File: src/rtl/apb_slv_pkg.sv
// Purpose: shared types, constants and address decode for the APB register-file completer.
// Latency: combinational helpers only.
// Backpressure: not applicable.
package apb_slv_pkg;

  localparam int APB_ADDR_W = 32;
  localparam int APB_DATA_W = 32;
  localparam int REG_ID_IDX = 0;
  localparam int SPAN_W     = APB_ADDR_W + 1;

  typedef enum logic [1:0] {
    IDLE = 2'd0,
    WAIT = 2'd1,
    RESP = 2'd2
  } apb_slv_state_e;

  // err flags any access the bank must refuse; idx is the full word index of the offset
  typedef struct packed {
    logic                  err;
    logic [APB_ADDR_W-3:0] idx;
  } apb_slv_dec_t;

  // offset is already (addr - base) modulo the bus width, so addresses below the base
  // wrap to huge offsets and land out of range
  function automatic apb_slv_dec_t apb_slv_decode(
    input logic [APB_ADDR_W-1:0] offset,
    input logic [1:0]            byte_lsb,
    input int unsigned           num_regs,
    input logic                  write
  );
    apb_slv_dec_t      d;
    logic [SPAN_W-1:0] span;
    span  = SPAN_W'(num_regs) << 2;
    d.idx = offset[APB_ADDR_W-1:2];
    d.err = (byte_lsb != 2'b00) ||
            ({1'b0, offset} >= span) ||
            (write && (d.idx == (APB_ADDR_W-2)'(REG_ID_IDX)));
    return d;
  endfunction

endpackage

File: src/rtl/apb_slv_regbank.sv
// Purpose: word register array with a constant ID register at index 0.
// Latency: write lands on the commit edge; read mux is combinational.
// Backpressure: none, the owning FSM decides when to write.
module apb_slv_regbank
  import apb_slv_pkg::*;
#(
  parameter int                DATA_W   = APB_DATA_W,
  parameter int                NUM_REGS = 16,
  parameter logic [DATA_W-1:0] ID_VALUE = '0
) (
  input  logic                        pclk,
  input  logic                        preset,
  input  logic                        wr_en,
  input  logic [$clog2(NUM_REGS)-1:0] wr_idx,
  input  logic [DATA_W-1:0]           wr_dat,
  input  logic [$clog2(NUM_REGS)-1:0] rd_idx,
  output logic [DATA_W-1:0]           rd_dat
);

  localparam int IW = $clog2(NUM_REGS);

  logic [DATA_W-1:0] regs [NUM_REGS];

  // Clear on reset; the ID slot is never written so its storage stays zero
  always_ff @(posedge pclk) begin
    if (preset) begin
      for (int i = 0; i < NUM_REGS; i++) begin
        regs[i] <= '0;
      end
    end else if (wr_en && (wr_idx != IW'(REG_ID_IDX))) begin
      regs[wr_idx] <= wr_dat;
    end
  end

  assign rd_dat = (rd_idx == IW'(REG_ID_IDX)) ? ID_VALUE : regs[rd_idx];

endmodule

File: src/rtl/apb_slave_regfile.sv
// Purpose: APB4 completer over a NUM_REGS word register bank; optional wait states via APB_SLV_WAIT_STATES_EN.
// Latency: pready in the first access cycle, or after WAIT_CYCLES low access cycles when waits are compiled in.
// Backpressure: pready low during wait states; psel dropped mid-transfer aborts without commit.
module apb_slave_regfile
  import apb_slv_pkg::*;
#(
  parameter int                ADDR_W      = APB_ADDR_W,
  parameter int                DATA_W      = APB_DATA_W,
  parameter int                NUM_REGS    = 16,
  parameter logic [ADDR_W-1:0] BASE_ADDR   = 32'h0000_0000,
  parameter logic [DATA_W-1:0] ID_VALUE    = 32'hA9B0_0001,
  parameter int                WAIT_CYCLES = 2
) (
  input  logic              pclk,
  input  logic              preset,
  input  logic [ADDR_W-1:0] paddr,
  input  logic              psel,
  input  logic              penable,
  input  logic              pwrite,
  input  logic [DATA_W-1:0] pwdata,
  output logic [DATA_W-1:0] prdata,
  output logic              pready,
  output logic              pslverr
);

  localparam int IW = $clog2(NUM_REGS);

  apb_slv_state_e state, state_n;

  // Setup-phase capture: decoded index and error stand in for the raw address
  logic              lat_write;
  logic              lat_err;
  logic [IW-1:0]     lat_idx;
  logic [DATA_W-1:0] lat_wdata;

  logic              pready_q, pready_n;
  logic              pslverr_q, pslverr_n;
  logic [DATA_W-1:0] prdata_q, prdata_n;

  logic              cap;
  logic              commit;
  logic [IW-1:0]     rd_idx;
  logic [DATA_W-1:0] rd_dat;

`ifdef APB_SLV_WAIT_STATES_EN
  localparam int CW = (WAIT_CYCLES > 1) ? $clog2(WAIT_CYCLES + 1) : 1;
  logic [CW-1:0] cnt, cnt_n;
`else
  localparam int unused_wait_cycles = WAIT_CYCLES;
`endif

  // Decode straight off the bus; only consumed while IDLE sees a setup phase
  logic [ADDR_W-1:0]     offset;
  logic [APB_ADDR_W-1:0] offset_ext;
  apb_slv_dec_t          dec;
  logic [IW-1:0]         dec_idx;
  logic                  unused_idx_hi;

  assign offset        = paddr - BASE_ADDR;
  assign offset_ext    = APB_ADDR_W'(offset);
  assign dec           = apb_slv_decode(offset_ext, paddr[1:0], NUM_REGS, pwrite);
  assign dec_idx       = dec.idx[IW-1:0];
  assign unused_idx_hi = ^dec.idx[APB_ADDR_W-3:IW];

  apb_slv_regbank #(
    .DATA_W   (DATA_W),
    .NUM_REGS (NUM_REGS),
    .ID_VALUE (ID_VALUE)
  ) u_regbank (
    .pclk   (pclk),
    .preset (preset),
    .wr_en  (commit),
    .wr_idx (lat_idx),
    .wr_dat (lat_wdata),
    .rd_idx (rd_idx),
    .rd_dat (rd_dat)
  );

  // Next state, next registered response, capture and commit strobes
  always_comb begin
    state_n   = state;
    pready_n  = 1'b0;
    pslverr_n = 1'b0;
    prdata_n  = '0;
    cap       = 1'b0;
    commit    = 1'b0;
    rd_idx    = lat_idx;
`ifdef APB_SLV_WAIT_STATES_EN
    cnt_n     = cnt;
`endif
    case (state)
      IDLE: begin
        rd_idx = dec_idx;
        if (psel && !penable) begin
          cap       = 1'b1;
          state_n   = RESP;
          pready_n  = 1'b1;
          pslverr_n = dec.err;
          prdata_n  = (pwrite || dec.err) ? '0 : rd_dat;
`ifdef APB_SLV_WAIT_STATES_EN
          if (WAIT_CYCLES > 0) begin
            state_n   = WAIT;
            pready_n  = 1'b0;
            pslverr_n = 1'b0;
            prdata_n  = '0;
            cnt_n     = CW'(WAIT_CYCLES);
          end
`endif
        end
      end
`ifdef APB_SLV_WAIT_STATES_EN
      WAIT: begin
        if (!psel) begin
          state_n = IDLE;
          cnt_n   = '0;
        end else if (penable) begin
          if (cnt == CW'(1)) begin
            state_n   = RESP;
            pready_n  = 1'b1;
            pslverr_n = lat_err;
            prdata_n  = (lat_write || lat_err) ? '0 : rd_dat;
            cnt_n     = '0;
          end else begin
            cnt_n = cnt - CW'(1);
          end
        end
      end
`endif
      RESP: begin
        if (psel && penable) begin
          commit  = lat_write && !lat_err;
          state_n = IDLE;
        end else if (!psel) begin
          state_n = IDLE;
        end else begin
          // requester stalled the access phase: keep presenting the response
          pready_n  = pready_q;
          pslverr_n = pslverr_q;
          prdata_n  = prdata_q;
        end
      end
      default: state_n = IDLE;
    endcase
  end

  // State, capture and response registers; reset aborts any transfer in flight
  always_ff @(posedge pclk) begin
    if (preset) begin
      state     <= IDLE;
      pready_q  <= 1'b0;
      pslverr_q <= 1'b0;
      prdata_q  <= '0;
      lat_write <= 1'b0;
      lat_err   <= 1'b0;
      lat_idx   <= '0;
      lat_wdata <= '0;
`ifdef APB_SLV_WAIT_STATES_EN
      cnt       <= '0;
`endif
    end else begin
      state     <= state_n;
      pready_q  <= pready_n;
      pslverr_q <= pslverr_n;
      prdata_q  <= prdata_n;
`ifdef APB_SLV_WAIT_STATES_EN
      cnt       <= cnt_n;
`endif
      if (cap) begin
        lat_write <= pwrite;
        lat_err   <= dec.err;
        lat_idx   <= dec_idx;
        lat_wdata <= pwdata;
      end
    end
  end

  assign pready  = pready_q;
  assign pslverr = pslverr_q;
  assign prdata  = prdata_q;

endmodule

File: config.mk
export PLATFORM = sky130hd
export DESIGN_NAME = apb_slave_regfile
export DESIGN_NICKNAME = d
export VERILOG_FILES = /design/src/rtl/apb_slv_pkg.sv /design/src/rtl/apb_slv_regbank.sv /design/src/rtl/apb_slave_regfile.sv
export SDC_FILE = /design/constraint.sdc
export NUM_CORES = 1
export LEC_CHECK = 0
export ABC_AREA = 1
export CAP_MARGIN = 5
export CORE_AREA = 5 5 192 240
export DETAILED_ROUTE_END_ITERATION = 16
export DIE_AREA = 0 0 197 245
export DONT_BUFFER_PORTS = 1
export PLACE_DENSITY = 0.71
export REMOVE_ABC_BUFFERS = 1
export SLEW_MARGIN = 5
export SYNTH_ARGS = -nofsm -noshare
export SYNTH_HDL_FRONTEND = slang
export SYNTH_SLANG_ARGS = --single-unit
File: constraint.sdc
create_clock -name pclk -period 4.1 [get_ports pclk]
set_clock_uncertainty 0.2 [all_clocks]
set_input_delay 0.41 -clock pclk [delete_from_list [all_inputs] [get_ports pclk]]
set_output_delay 0.41 -clock pclk [all_outputs]
set_load 0.05 [all_outputs]
=== Word level (Yosys, flattened, before mapping) ===
Memories as Yosys holds them, arrays and structs flattened.
Index checks and enable logic that the tools add are counted.

* Memory bits (writable): 512
* Memories kept: 1
* Register bits: 74
* Output and inout port bits: 34
* Word-level logic and storage cells: 58
* Input port bits: 69

{| class="wikitable"
|+ Memories
! name !! words !! bits a word !! read ports !! clocked after memory_dff !! write ports !! RTL line !! RTL
|-
| u_regbank.regs || 16 || 32 || 1 || 0 || 16 || apb_slv_regbank.sv:22 || <nowiki>logic [DATA_W-1:0] regs [NUM_REGS];</nowiki>
|}

* Equality and inequality tests: 3
* Order comparisons: 1
* Muxes and demuxes: 28
* Reduce and logical (&&, ||, !) cells: 17

{| class="wikitable"
|+ Operators with widths
! cell !! number
|-
| $mux 32 || 6
|-
| $pmux 32 s2 || 1
|-
| $ge 32x7->1 const B || 1
|-
| $reduce_or 32->1 || 1
|-
| $logic_not 30->1 || 1
|-
| $mux 1 || 13
|-
| $mux 4 || 2
|-
| $mux 2 || 3
|-
| $logic_and 1x1->1 || 5
|-
| $logic_not 4->1 || 1
|-
| $pmux 1 s2 || 2
|-
| $pmux 2 s2 || 1
|-
| $reduce_bool 4->1 || 1
|-
| $logic_or 1x1->1 || 3
|-
| $ne 3x3->1 const B || 1
|-
| $eq 2x2->1 const B || 1
|-
| $logic_not 1->1 || 2
|-
| $logic_not 2->1 || 1
|-
| $ne 2x2->1 const B || 1
|-
| $reduce_and 2->1 || 1
|-
| $reduce_bool 2->1 || 1
|}

=== Logic depth before layout (Yosys ltp) ===
* Depth after elaboration: 10
* Mapped depth: 14
* Gate-level depth less buffers: 12

=== Modules after synthesis ===
From an unflattened synthesis, not the netlist that was laid out.

* Cell total of the unflattened synthesis: 2938
* Area, all modules: 26689.3 µm²

{| class="wikitable"
|+ By module, submodules not included
! module !! sequential area each (µm²) !! cells an instance !! area each (µm²) !! times used
|-
| apb_slv_regbank || 15134.5 || 2568 || 23844.1 || 1
|-
| apb_slave_regfile || 1461.4 || 370 || 2845.2 || 1
|}

=== Worst setup path after synthesis ===
No wires, ideal clock.

* Path type: flip-flop to flip-flop
* Start point: register state[1]
* End point: memory u_regbank.regs[10][0] in the netlist's numbering, enable pin
* Setup time: 0.389 ns
* Cell stages (with the launch flop): 9
* Required time: 3.511 ns
* Clock period less this slack: 2.809 ns
* Buffers on the path: 2
* Arrival time: 2.220 ns
* Setup slack: 1.291 ns
* Cell sequence: dfxtp_1 buf_4 inv_4 nor4_1 nand4_1 nor3_2 nand2_1 buf_6 nand2_1

{| class="wikitable"
|+ RTL lines
! item !! RTL line !! RTL
|-
| from (decl) || apb_slave_regfile.sv:28 || <nowiki>apb_slv_state_e state, state_n;</nowiki>
|-
| from (signal assigned) || apb_slave_regfile.sv:161 || <nowiki>state <= state_n;</nowiki>
|-
| to (decl) || apb_slv_regbank.sv:22 ||
|}

==> impl_results.md <==
- Tcrit/Tclk final: 77.2%
- Worst Setup Start Kind: flip-flop
- Core footprint: between 40000 and 50000 um^2
- Final Max Slew Viols: 0
- PortBufs: 0
- Gpl congestion: 0.867
- Minimum clock period after layout: 3170 ps
- Height of the die: between 200 and 250 um
- R2R Path Start: state[1]
- Synth Register Bits: 577
- Overall power: 12.6 mW
- Grt ovf: 0
- Top cell type by total area after synthesis: edfxtp_1
- WL per Instance: approximately 23 um
- Die area: 48300 um^2
- Hold-fix buffers at CTS: 41
- DP HPWL: 40.9 mm
- Status: finished clean
- Initial core utilization: between 50% and 60%
- Cell area power density: 445 nW/um^2
- DR pass1 iterations: 6
- Peak supply drop: roughly 400 uV
- Final hold viol count: 0
- DRC: 0
- Synth top area share: 58.8%
- Worst Path Max Fanout: 33
- Unrepaired setup endpoints after global routing: no
- Critical Path AT: 3240 ps
- CTS tree: built
- Die Wd: 197 um
- Worst hold path class: in -> reg
- Slew @ Worst Pin: approximately 1000 ps
- CTS max path bufs: 3
- Num Clock Sinks: 577
- H-tree depth: 2
- Initial antenna violation count: 0
- Hold_sp: pwrite
- Iter 0 DRT Violations: about 2600
- Critical path type: reg -> reg
- Critical R2R Capture: u_regbank.regs[14][29]
- Post-synth top cells: 571 x nand2_1, 531 x nor2_1, 504 x edfxtp_1
- Endpoint class of the critical path: flip-flop
- Most frequent cell after synthesis: nand2_1
- Yosys cell types: 25
- Final core occ: 64.6%
- Placed cell count: 3143
- Clock-pin slew on the worst setup and hold paths: 60 ps
- Cell area after synthesis: 25800 um^2
- WP data required: 4180 ps
- Clk root buf: clkbuf_16
- Register area: 16600 um^2
- Fmax: between 300 and 400 MHz
- Global-route wire length before repair: 114 mm
- CTS resizes: 0
- DP Worst Slack: about 1000 ps
- Number of global-route vias before repair: between 15000 and 20000
- Final nets: 2736
- Setup Viol. Count Final: 0
- Antenna Cells: 0
- R2r worst-path depth: 8
- Multi-input logic area: 7590 um^2
- Largest net degree at the start of global routing: 133
- Slew Limit Headroom: between 30% and 40%
- Ys flop type: edfxtp_1
- Post-CTS Setup Bufs: 0
- Mapped Cells: 2694
- Num rows: 86
- Antenna viol nets, final: 0
- Fraction of registers with async set/reset: 0%
- CTS buffer count: 53
- Average size of a mapped cell: 9.56 um^2
- Synth area leaders: edfxtp_1 59%, nand3_1 9.7%, nand2_1 8.3%
- WHS Endpoint: lat_err
- Final Non-Filler Cells: 3284
- Hold path depth: 6
- Post-Route WL: 75.1 mm
- Top Ports: between 100 and 150
- Total Routing Usage GR: 30.8%
- Seq/Total Area, Yosys: 64.4%
- Worst skew pair latency: a little under 600 ps
- Max-cap check violation count: 0
- Proportion of layout cells with a drive suffix above 1: around 6%
- PnR worst setup slack: a little over 900 ps
- Via Count: around 20000
- Yosys warning total: 0
- Area Overhead vs Synth: 9.59%
- FF-to-FF setup slack: 930 ps
- Via density: 6.05
- Leakage: 10.6 nW
- Post-synth EDFFs: 504
- Filler cells: 3556
-- registers in the layout, indices dropped and copies added, names as in the netlist --
register and flops:
prdata 32, pready 1, state 1, u_regbank.regs 504
lat_write 1, pslverr 1, lat_wdata 32, lat_err 1
lat_idx 4
-- stage by stage --
step	hold slack, ps	TNS [ps]	area [um^2]
global route	23.4	0	28200
finish	22.6	0	28200
CTS	15.7	0	28200
global placement	262	0	26100
floorplan	238	-18610	24700
detailed placement	259	0	26100
-- critical path, stage by stage (launching register included) --
cell and delay (ps):
dfxtp_1 500, inv_4 150, nor4_1 260, nand4_1 300, nor3_2 310, nand2_1 90
buf_4 290, nand2_1 450, buf_12 280
-- power by group --
group / internal (mW) / leakage, nW / switching, mW
Clock: 2.68 / 0.818 / 2.13
Sequential: 6.57 / 5.78 / 0.0648
Combinational: 0.281 / 4.00 / 0.831
Total: 9.54 / 10.6 / 3.03
-- cell type report --
| class | instances | area share (%) |
|---|---|---|
| flip-flops and latches | 577 | 58.8 |
| well taps | 572 | 2.54 |
| repair buffers | 100 | 3.62 |
| inverters | 164 | 2.20 |
| clock inverters | 19 | 0.399 |
| clock buffers | 81 | 5.54 |
| multi-input cells | 1771 | 26.9 |
-- how the worst max path moves through the flow --
stage,cells past startpoint,end,from,slack (ps)
floorplan,11,prdata[27],state[1],-600
global placement,8,u_regbank.regs[12][14],state[1],1050
detailed placement,8,u_regbank.regs[12][12],state[1],990
CTS,8,u_regbank.regs[12][25],state[1],960
global route,8,u_regbank.regs[14][21],state[1],770
finish,8,u_regbank.regs[14][29],state[1],930
-- logic make-up after synthesis --
logic type | Yosys count | synth area share [%]
simple gates | 1616 | 26.2
flops | 577 | 64.4
buf+inv | 369 | 6.79
compound gates | 131 | 2.58
other cells | 1 | 0.0146
-- cell usage in the layout, fill, tap and decap left out, drive strengths merged --
master / Yosys / layout
nand2: 577 / 577
nor2: 531 / 531
edfxtp: 504 / 504
nand3: 499 / 499
inv: 163 / 164
a21oi: 92 / 92
clkbuf: 88 / 81
dfxtp: 73 / 73
buf: 117 / 60
dlygate4sd3: 0 / 40
o21ai: 37 / 37
conb: 1 / 24
clkinv: 1 / 17
nor3: 4 / 4
nor4: 2 / 2
or2: 2 / 2
nand4: 1 / 1
a211oi: 1 / 1
o21a: 1 / 1
clkinvlp: 0 / 1
bufinv: 0 / 1
-- layer usage --
metal,vias to the layer above,track usage [%],part of all wire (%)
li1,8866,-,-
met1,9486,40.4,36
met2,1290,51.1,48
met3,212,5.56,11
met4,0,12.7,4.6
met5,-,0,0
Power figures use the tool's default switching activity.
